File: src/rtl/cacheline_burst_pkg.sv
// Shared types and helpers for the LLC <-> burst memory adapter.
package cacheline_burst_pkg;

  typedef enum logic [1:0] {
    IDLE = 2'd0,
    WB   = 2'd1,
    FILL = 2'd2,
    DONE = 2'd3
  } state_e;

  localparam int DEF_LINE_W  = 256;
  localparam int DEF_BURST_W = 64;
  localparam int DEF_ADDR_W  = 32;
  localparam int MAX_ADDR_W  = 64;

  // Clear the low 'off' byte-offset bits so the address points at a line start.
  function automatic logic [MAX_ADDR_W-1:0] line_align(input logic [MAX_ADDR_W-1:0] addr,
                                                       input int unsigned off);
    logic [MAX_ADDR_W-1:0] mask;
    mask = ~((64'd1 << off) - 64'd1);
    return addr & mask;
  endfunction

endpackage

File: src/rtl/line_beat_buffer.sv
// One cacheline of storage, loadable as a whole line or one beat at a time,
// with a beat-wide read port and the full line always visible.
module line_beat_buffer
  import cacheline_burst_pkg::*;
#(
  parameter int LINE_W  = DEF_LINE_W,
  parameter int BURST_W = DEF_BURST_W,
  localparam int BEATS  = LINE_W / BURST_W,
  localparam int IDX_W  = $clog2(BEATS)
) (
  input  logic               clk,
  input  logic               reset,
  input  logic               load_i,
  input  logic [LINE_W-1:0]  line_i,
  input  logic               wr_i,
  input  logic [IDX_W-1:0]   wr_idx_i,
  input  logic [BURST_W-1:0] wr_beat_i,
  input  logic [IDX_W-1:0]   rd_idx_i,
  output logic [BURST_W-1:0] rd_beat_o,
  output logic [LINE_W-1:0]  line_o
);

  logic [LINE_W-1:0] line_q;
  logic [LINE_W-1:0] line_d;

  // Next line contents: a full-line load takes priority over a single-beat write.
  always_comb begin
    line_d = line_q;
    if (load_i) begin
      line_d = line_i;
    end else if (wr_i) begin
      line_d[wr_idx_i*BURST_W +: BURST_W] = wr_beat_i;
    end
  end

  // Line storage register, cleared on reset.
  always_ff @(posedge clk) begin
    if (reset) begin
      line_q <= '0;
    end else begin
      line_q <= line_d;
    end
  end

  assign rd_beat_o = line_q[rd_idx_i*BURST_W +: BURST_W];
  assign line_o    = line_q;

endmodule

File: src/rtl/cacheline_burst_adapter.sv
// Bridge between the LLC and burst memory: splits a cacheline into ascending
// memory beats for writeback, assembles beats into a line for fill, and can
// chain a writeback and a fill off a single LLC handshake.
module cacheline_burst_adapter
  import cacheline_burst_pkg::*;
#(
  parameter int LINE_W  = DEF_LINE_W,
  parameter int BURST_W = DEF_BURST_W,
  parameter int ADDR_W  = DEF_ADDR_W
) (
  input  logic               clk,
  input  logic               reset,
  input  logic               llc_read_i,
  input  logic               llc_write_i,
  input  logic [ADDR_W-1:0]  llc_address_i,
  input  logic [ADDR_W-1:0]  llc_wb_address_i,
  input  logic [LINE_W-1:0]  llc_line_i,
  output logic [LINE_W-1:0]  llc_line_o,
  output logic               llc_ready_o,
  output logic               llc_resp_o,
  input  logic [BURST_W-1:0] mem_burst_i,
  output logic [BURST_W-1:0] mem_burst_o,
  output logic [ADDR_W-1:0]  mem_address_o,
  output logic               mem_read_o,
  output logic               mem_write_o,
  input  logic               mem_resp_i
);

  localparam int BEATS = LINE_W / BURST_W;
  localparam int OFF   = $clog2(LINE_W / 8);
  localparam int CNT_W = $clog2(BEATS);
  localparam logic [CNT_W-1:0] LAST = CNT_W'(BEATS - 1);

  // Reject geometries the beat indexing cannot represent.
  if (LINE_W % BURST_W != 0) begin : g_chk_div
    $error("LINE_W must be a multiple of BURST_W");
  end
  if (BEATS < 2) begin : g_chk_beats
    $error("LINE_W/BURST_W must be at least 2");
  end
  if ((BEATS & (BEATS - 1)) != 0) begin : g_chk_pow2
    $error("LINE_W/BURST_W must be a power of two");
  end
  if (ADDR_W > MAX_ADDR_W || ADDR_W <= OFF) begin : g_chk_addr
    $error("ADDR_W out of supported range");
  end

  state_e            state_q, state_d;
  logic [CNT_W-1:0]  cnt_q, cnt_d;
  logic [ADDR_W-1:0] fill_addr_q, fill_addr_d;
  logic [ADDR_W-1:0] wb_addr_q, wb_addr_d;
  logic [ADDR_W-1:0] maddr_q, maddr_d;
  logic              comb_q, comb_d;

  logic               buf_load;
  logic               buf_wr;
  logic [BURST_W-1:0] buf_beat;
  logic [ADDR_W-1:0]  fill_aligned;
  logic [ADDR_W-1:0]  wb_aligned;

  assign fill_aligned = ADDR_W'(line_align(MAX_ADDR_W'(llc_address_i), OFF));
  assign wb_aligned   = ADDR_W'(line_align(MAX_ADDR_W'(llc_wb_address_i), OFF));

  line_beat_buffer #(
    .LINE_W  (LINE_W),
    .BURST_W (BURST_W)
  ) u_buf (
    .clk       (clk),
    .reset     (reset),
    .load_i    (buf_load),
    .line_i    (llc_line_i),
    .wr_i      (buf_wr),
    .wr_idx_i  (cnt_q),
    .wr_beat_i (mem_burst_i),
    .rd_idx_i  (cnt_q),
    .rd_beat_o (buf_beat),
    .line_o    (llc_line_o)
  );

  // Next-state, request latching and beat sequencing.
  always_comb begin
    state_d     = state_q;
    cnt_d       = cnt_q;
    fill_addr_d = fill_addr_q;
    wb_addr_d   = wb_addr_q;
    maddr_d     = maddr_q;
    comb_d      = comb_q;
    buf_load    = 1'b0;
    buf_wr      = 1'b0;
    case (state_q)
      IDLE: begin
        if (llc_read_i || llc_write_i) begin
          fill_addr_d = fill_aligned;
          wb_addr_d   = wb_aligned;
          comb_d      = llc_read_i & llc_write_i;
          cnt_d       = '0;
          buf_load    = llc_write_i;
          if (llc_write_i) begin
            state_d = WB;
            maddr_d = wb_aligned;
          end else begin
            state_d = FILL;
            maddr_d = fill_aligned;
          end
        end
      end
      WB: begin
        if (mem_resp_i) begin
          if (cnt_q == LAST) begin
            cnt_d = '0;
            if (comb_q) begin
              // Fill follows immediately; switch the address on the same edge.
              state_d = FILL;
              maddr_d = fill_addr_q;
            end else begin
              state_d = DONE;
            end
          end else begin
            cnt_d = cnt_q + CNT_W'(1);
          end
        end
      end
      FILL: begin
        if (mem_resp_i) begin
          buf_wr = 1'b1;
          if (cnt_q == LAST) begin
            cnt_d   = '0;
            state_d = DONE;
          end else begin
            cnt_d = cnt_q + CNT_W'(1);
          end
        end
      end
      DONE: begin
        state_d = IDLE;
      end
      default: begin
        state_d = IDLE;
      end
    endcase
  end

  // Control and address registers; reset abandons any transfer in flight.
  always_ff @(posedge clk) begin
    if (reset) begin
      state_q     <= IDLE;
      cnt_q       <= '0;
      fill_addr_q <= '0;
      wb_addr_q   <= '0;
      maddr_q     <= '0;
      comb_q      <= 1'b0;
    end else begin
      state_q     <= state_d;
      cnt_q       <= cnt_d;
      fill_addr_q <= fill_addr_d;
      wb_addr_q   <= wb_addr_d;
      maddr_q     <= maddr_d;
      comb_q      <= comb_d;
    end
  end

  assign llc_ready_o   = (state_q == IDLE);
  assign llc_resp_o    = (state_q == DONE);
  assign mem_write_o   = (state_q == WB);
  assign mem_read_o    = (state_q == FILL);
  assign mem_address_o = maddr_q;
  assign mem_burst_o   = (state_q == WB) ? buf_beat : '0;

endmodule

File: config.mk
export PLATFORM = sky130hd
export DESIGN_NAME = cacheline_burst_adapter
export DESIGN_NICKNAME = d
export VERILOG_FILES = /design/src/rtl/cacheline_burst_pkg.sv /design/src/rtl/line_beat_buffer.sv /design/src/rtl/cacheline_burst_adapter.sv
export SDC_FILE = /design/constraint.sdc
export NUM_CORES = 1
export LEC_CHECK = 0
export CELL_PAD_IN_SITES_DETAIL_PLACEMENT = 0
export CELL_PAD_IN_SITES_GLOBAL_PLACEMENT = 1
export CORE_AREA = 3 3 289 291
export CTS_BUF_LIST = sky130_fd_sc_hd__clkbuf_8
export DETAILED_ROUTE_END_ITERATION = 10
export DIE_AREA = 0 0 292 294
export PLACE_DENSITY = 0.65
export SYNTH_ARGS = -nofsm -noshare
export SYNTH_HDL_FRONTEND = slang
export SYNTH_SLANG_ARGS = --single-unit
export TNS_END_PERCENT = 5
File: constraint.sdc
create_clock -name clk -period 2.4 [get_ports clk]
set_input_delay 0.36 -clock clk [delete_from_list [all_inputs] [get_ports clk]]
set_output_delay 0.36 -clock clk [all_outputs]
set_load 0.05 [all_outputs]
**Word-level counts from Yosys, hierarchy flattened**

Index checks and enable logic that the tools add are counted.

- Output and inout bits: 356
- Bits in registers: 320
- Logic and storage cells: 59

- Add/sub/neg operators: 2
- Eq/ne operators: 11
- Reductions and logical operators: 10
- Shift-type cells: 3
- Bitwise gates (word level): 1
- Mux-type cells: 26

Operator list:

| kind | count |
|---|---|
| $mux 256 | 2 |
| $bwmux 256 | 1 |
| $shift 64x34->256 const A | 1 |
| $shiftx 256x9->64 | 1 |
| $shiftx 64x34->256 | 1 |
| $mux 32 | 5 |
| $mux 64 | 1 |
| $pmux 32 s2 | 1 |
| $neg 8->34 | 1 |
| $mux 2 | 9 |
| $ne 2x1->1 const B | 7 |
| $reduce_and 5->1 | 2 |
| $pmux 2 s4 | 1 |
| $eq 2x2->1 const B | 3 |
| $reduce_bool 2->1 | 3 |
| $mux 1 | 5 |
| $pmux 2 s2 | 1 |
| $reduce_and 3->1 | 1 |
| $add 2x1->2 const B | 1 |
| $eq 2x1->1 const B | 1 |
| $logic_not 2->1 | 1 |
| $reduce_and 2->1 | 1 |
| $reduce_or 2->1 | 1 |
| $and 1x1->1 | 1 |
| $logic_or 1x1->1 | 1 |

**Depth between registers and ports, before layout**

- Depth after elaboration: 5
- Depth in mapped cells: 10

**Hierarchy**

From an unflattened synthesis, not the netlist that was laid out.

- Cells, all modules: 1681
- Area, all modules: 15632.5 um2

Modules (own cells, without submodules):

| module | cells an instance | instances | area each (um2) |
|---|---|---|---|
| line_beat_buffer | 1258 | 1 | 12114.1 |
| cacheline_burst_adapter | 423 | 1 | 3518.4 |

**Worst setup path after synthesis**

OpenSTA, ideal clock, no wires.

- Path kind: flip-flop to output port
- Start point: register state_q[1]
- End point: output mem_burst_o[10]
- Path buffers: 3
- Data required time: 2.040 ns
- Arrival: 2.094 ns
- Cell stages (with the launch flop): 7
- Slack: -0.054 ns
- Cells stage by stage: dfxtp_1 -> inv_1 -> ha_1 -> clkbuf_1 -> buf_2 -> clkbuf_1 -> and2_1

- Word-level cells in the longest chain between the ends: 2

Ends and longest elaborated chain:

| element | RTL line | RTL |
|---|---|---|
| start: declaration | cacheline_burst_adapter.sv:48 | `state_e state_q, state_d;` |
| start signal: assignment | cacheline_burst_adapter.sv:153 | `state_q <= state_d;` |
| $eq 2x1->1 | - |  |
| named net mem_write_o | cacheline_burst_adapter.sv:25 | `output logic mem_write_o,` |
| $mux 64 | cacheline_burst_adapter.sv:167 | `assign mem_burst_o = (state_q == WB) ? buf_beat : '0;` |
| end: declaration | cacheline_burst_adapter.sv:22 | `output logic [BURST_W-1:0] mem_burst_o,` |

The timed path passes the listed nets, and every way through them passes these cells.

**Worst setup path after layout**

- Start point: register cnt_q[0]
- End point: output mem_burst_o[29]

- Word-level cells in the longest chain between the ends: 2

Ends and longest elaborated chain:

| element | RTL line | RTL |
|---|---|---|
| start: declaration | cacheline_burst_adapter.sv:49 | `logic [CNT_W-1:0] cnt_q, cnt_d;` |
| start signal: assignment | cacheline_burst_adapter.sv:154 | `cnt_q <= cnt_d;` |
| $shiftx 256x9->64 | line_beat_buffer.sv:45 | `assign rd_beat_o = line_q[rd_idx_i*BURST_W +: BURST_W];` |
| $mux 64 | cacheline_burst_adapter.sv:167 |  |

No other way between the ends.

==> results.md <==
* Outcome: complete, but fails checks
* Failing checks: negative setup slack
* Maximum clock path buffer count at 3
* Yosys reg bits at 315
* Setup ws final at -0.2556 ns
* Fmax at 376.6 MHz
* Ys flop type: dfxtp_1
* Hold Crit Depth at 2
* All-Layer GR Usage at 0.1970
* R2r setup slk at 0.11 ns
* NetSw at 0.01326 W
* Die Ht at 294 µm
* H-tree levels at 2
* Vias at 18,070
* # port buffers at 729
* Cell taking the most area after synthesis: dfxtp_1
* Mapped Cells at 1,705
* Synth warn at 0
* Crit start category: register
* Largest net degree at the start of global routing at 104
* Worst r2r src: cnt_q[0]
* Worst VDD drop at 0.4805 mV
* Reg power frac at 0.255
* Pwr/cell area at 1067 mW/mm²
* Post-synth ARST share at 0
* Post-Syn Area at 0.01611 mm²
* Worst R2R End: u_buf.line_o[193]
* Ports at 745
* Reg clk slew, reported paths at 0.06 ns
* Sw Ratio at 0.4669
* Fin crit share at 1.107
* Met3 WL at 6961 µm
* GRT Residual Overflow at 0
* Tot Pwr at 0.02839 W
* Clock share of power at 0.191
* Core footprint at 0.08081 mm²
* Post-DR vias/cell at 5.164
* Most frequent cell after synthesis: dfxtp_1
* Hpwl dp at 62,800 µm
* Sequential share of the synthesized area at 0.3915
* Starting DRT DRC Count at 1,283
* Synthesized area per cell at 9.446 µm²
* Post-route minimum period at 2.656 ns
* Post-DRT Antenna Nets at 0
* CTS tree: yes
* Leakage Power at 9.098 nW
* Area growth syn-to-layout at 65.23%
* Die Area at 0.08585 mm²
* Initial Util at 0.1993
* Reg2reg path depth at 9
* Post-synth top cells: 315 x dfxtp_1, 287 x a21oi_1, 258 x nand4_1
* Share of cells above drive strength 1 at 0.1838
* HP Start: reset
* Length of routed met2 wiring at 44,100 µm
* DR WL/cell at 25.65 µm
* Placed Cells at 3,366
* Synth top area cells: dfxtp_1 39%, a22oi_1 11%, nand4_1 10%
* RSZ-0062 raised after global routing: true
* Die Wd at 292 µm
* Max cap viols at 0
* Worst Hold Path EP: u_buf.line_o[175]
* Worst path arrival time at 2.30 ns
* Cell variety after synth at 42
* Setup-failing EPs final at 64
* CTS root buffer: clkbuf_8
* Slew Limit Fails at 0
* Number of flops mapped to enable cells by yosys at 0
* DR DRC count at 0
* TritonRoute pass-1 iters at 5
* WP data required at 2.04 ns
* Fin cells at 3,499
* Nets@finish at 2,781
* Fin. Hold Viols at 0
* Setup CP Type: register to output pin
* Comb power frac at 0.553
* Met1 WL at 35,830 µm
* Cts hold-fix bufs at 0
* Share of the synthesized area in the top cell type at 0.3915
* Worst rel slew slack at 0.5585
* Number of global-route vias before repair at 18,525
* FP Rows at 104
* Slew @ Worst Pin at 0.6612 ns
* Max Fanout on Critical Path at 9
* TritonCTS Buffers at 60
* Routed WL at 89,740 µm
* Uppermost routed layer: met5
* Initial antenna violation count at 14
* Clock Sinks at 315
* Internal at 0.01513 W
* Final Skew at 0.02736 ns
* Clk_lat worst skew at 0.66 ns
* First-pass GRT wire length at 128,600 µm
* Critical Path End Type: output pin
* HP Class: input port to register
* Gpl congestion at 0.9156
## power by group through the flow
stage	Combinational [W]	Clock, W	Sequential (W)
2_1_floorplan	0.00633	0	0.0102
3_3_place_gp	0.0151	0	0.00731
3_5_place_dp	0.0152	0	0.00733
4_1_cts	0.0156	0.00560	0.00725
5_1_grt	0.0165	0.00583	0.00736
6_report	0.0157	0.00543	0.00725
## cell usage in the layout, fill, tap and decap left out, types with 18 or more instances in the layout
cell type	n
inv_1	24
nand4_1	258
a22oi_2	23
nand2b_1	29
nand2_1	81
o211ai_1	27
a21oi_1	286
clkdlybuf4s50_1	646
a22oi_1	234
buf_4	60
buf_12	48
and2_1	18
buf_6	53
mux2_2	27
mux4_2	64
mux2i_1	28
and2_4	48
clkbuf_8	80
dfxtp_1	312
## worst max-delay path by stage
stage	from	to	slack, ns	cells after the start
6_report	cnt_q[0]	mem_burst_o[29]	-0.26	5
3_3_place_gp	mem_resp_i	u_buf.line_o[51]	0.26	6
5_1_grt	cnt_q[0]	mem_burst_o[29]	-0.35	5
4_1_cts	cnt_q[0]	mem_burst_o[18]	-0.39	4
3_5_place_dp	state_q[0]	u_buf.line_o[44]	0.19	6
2_1_floorplan	state_q[1]	mem_burst_o[10]	0.11	6
## per-stage QoR
step	worst slack, ns	TNS [ns]	hold WS (ns)	utilization	cell area, µm²
after floorplan	0.1112	0	0.4312	-	16120
after global placement	0.2646	0	0.4373	0.3065	24770
after detailed placement	0.1885	0	0.4414	0.3065	24770
after CTS	-0.3876	-20.22	0.03185	0.3266	26390
after global routing	-0.3519	-18.53	0.05988	0.3292	26600
final	-0.2556	-11.50	0.09453	0.3293	26610
## flip-flops by register name (all words and copies together), names as in the netlist
| name | count |
|---|---|
| u_buf.line_o | 256 |
| mem_address_o | 27 |
| fill_addr_q | 27 |
| state_q | 2 |
| comb_q | 1 |
| cnt_q | 2 |
## critical path, cell delays in order (launching register included)
cell and delay [ns]:
dfxtp_4 0.41, buf_16 0.18, buf_4 0.16, mux4_2 0.54
and2_1 0.19, buf_6 0.15
## cell type report
| type | count | area (µm²) |
|---|---|---|
| Fill cell | 8250 | 54200 |
| Timing Repair Buffer | 835 | 8877 |
| Multi-Input combinational cell | 1166 | 8832 |
| Sequential cell | 315 | 6315 |
| Tap cell | 1060 | 1326 |
| Clock buffer | 80 | 1101 |
| Clock inverter | 26 | 110.1 |
| Antenna cell | 12 | 30.03 |
| Inverter | 5 | 18.77 |
## kinds of logic (layout without fill, tap and decap cells)
family,count (synthesis),count (layout),share of synthesized area
compound gates,585,585,0.2397
simple gates,448,448,0.1621
flops,315,315,0.3915
buf+inv,228,946,0.07373
other cells,1,17,0.0002328
fa+ha+maj,9,9,0.006992
mux,119,119,0.1258
## metal layers
| metal | track usage | up-vias |
|---|---|---|
| met4 | 0.07487 | 4 |
| met3 | 0.04928 | 155 |
| met5 | 0 | - |
| met1 | 0.2390 | 8985 |
| li1 | - | 8021 |
| met2 | 0.3362 | 905 |
## repair_timing
| action | in CTS | in global routing |
|---|---|---|
| endpoints found under the setup margin | 77 | 67 |
| pin swaps | 2 | 1 |
| gates resized for setup | 103 | 35 |
| setup buffers | 7 | 6 |
| gates cloned | 1 | 1 |
No activity file was read; power rests on OpenSTA's default activity.
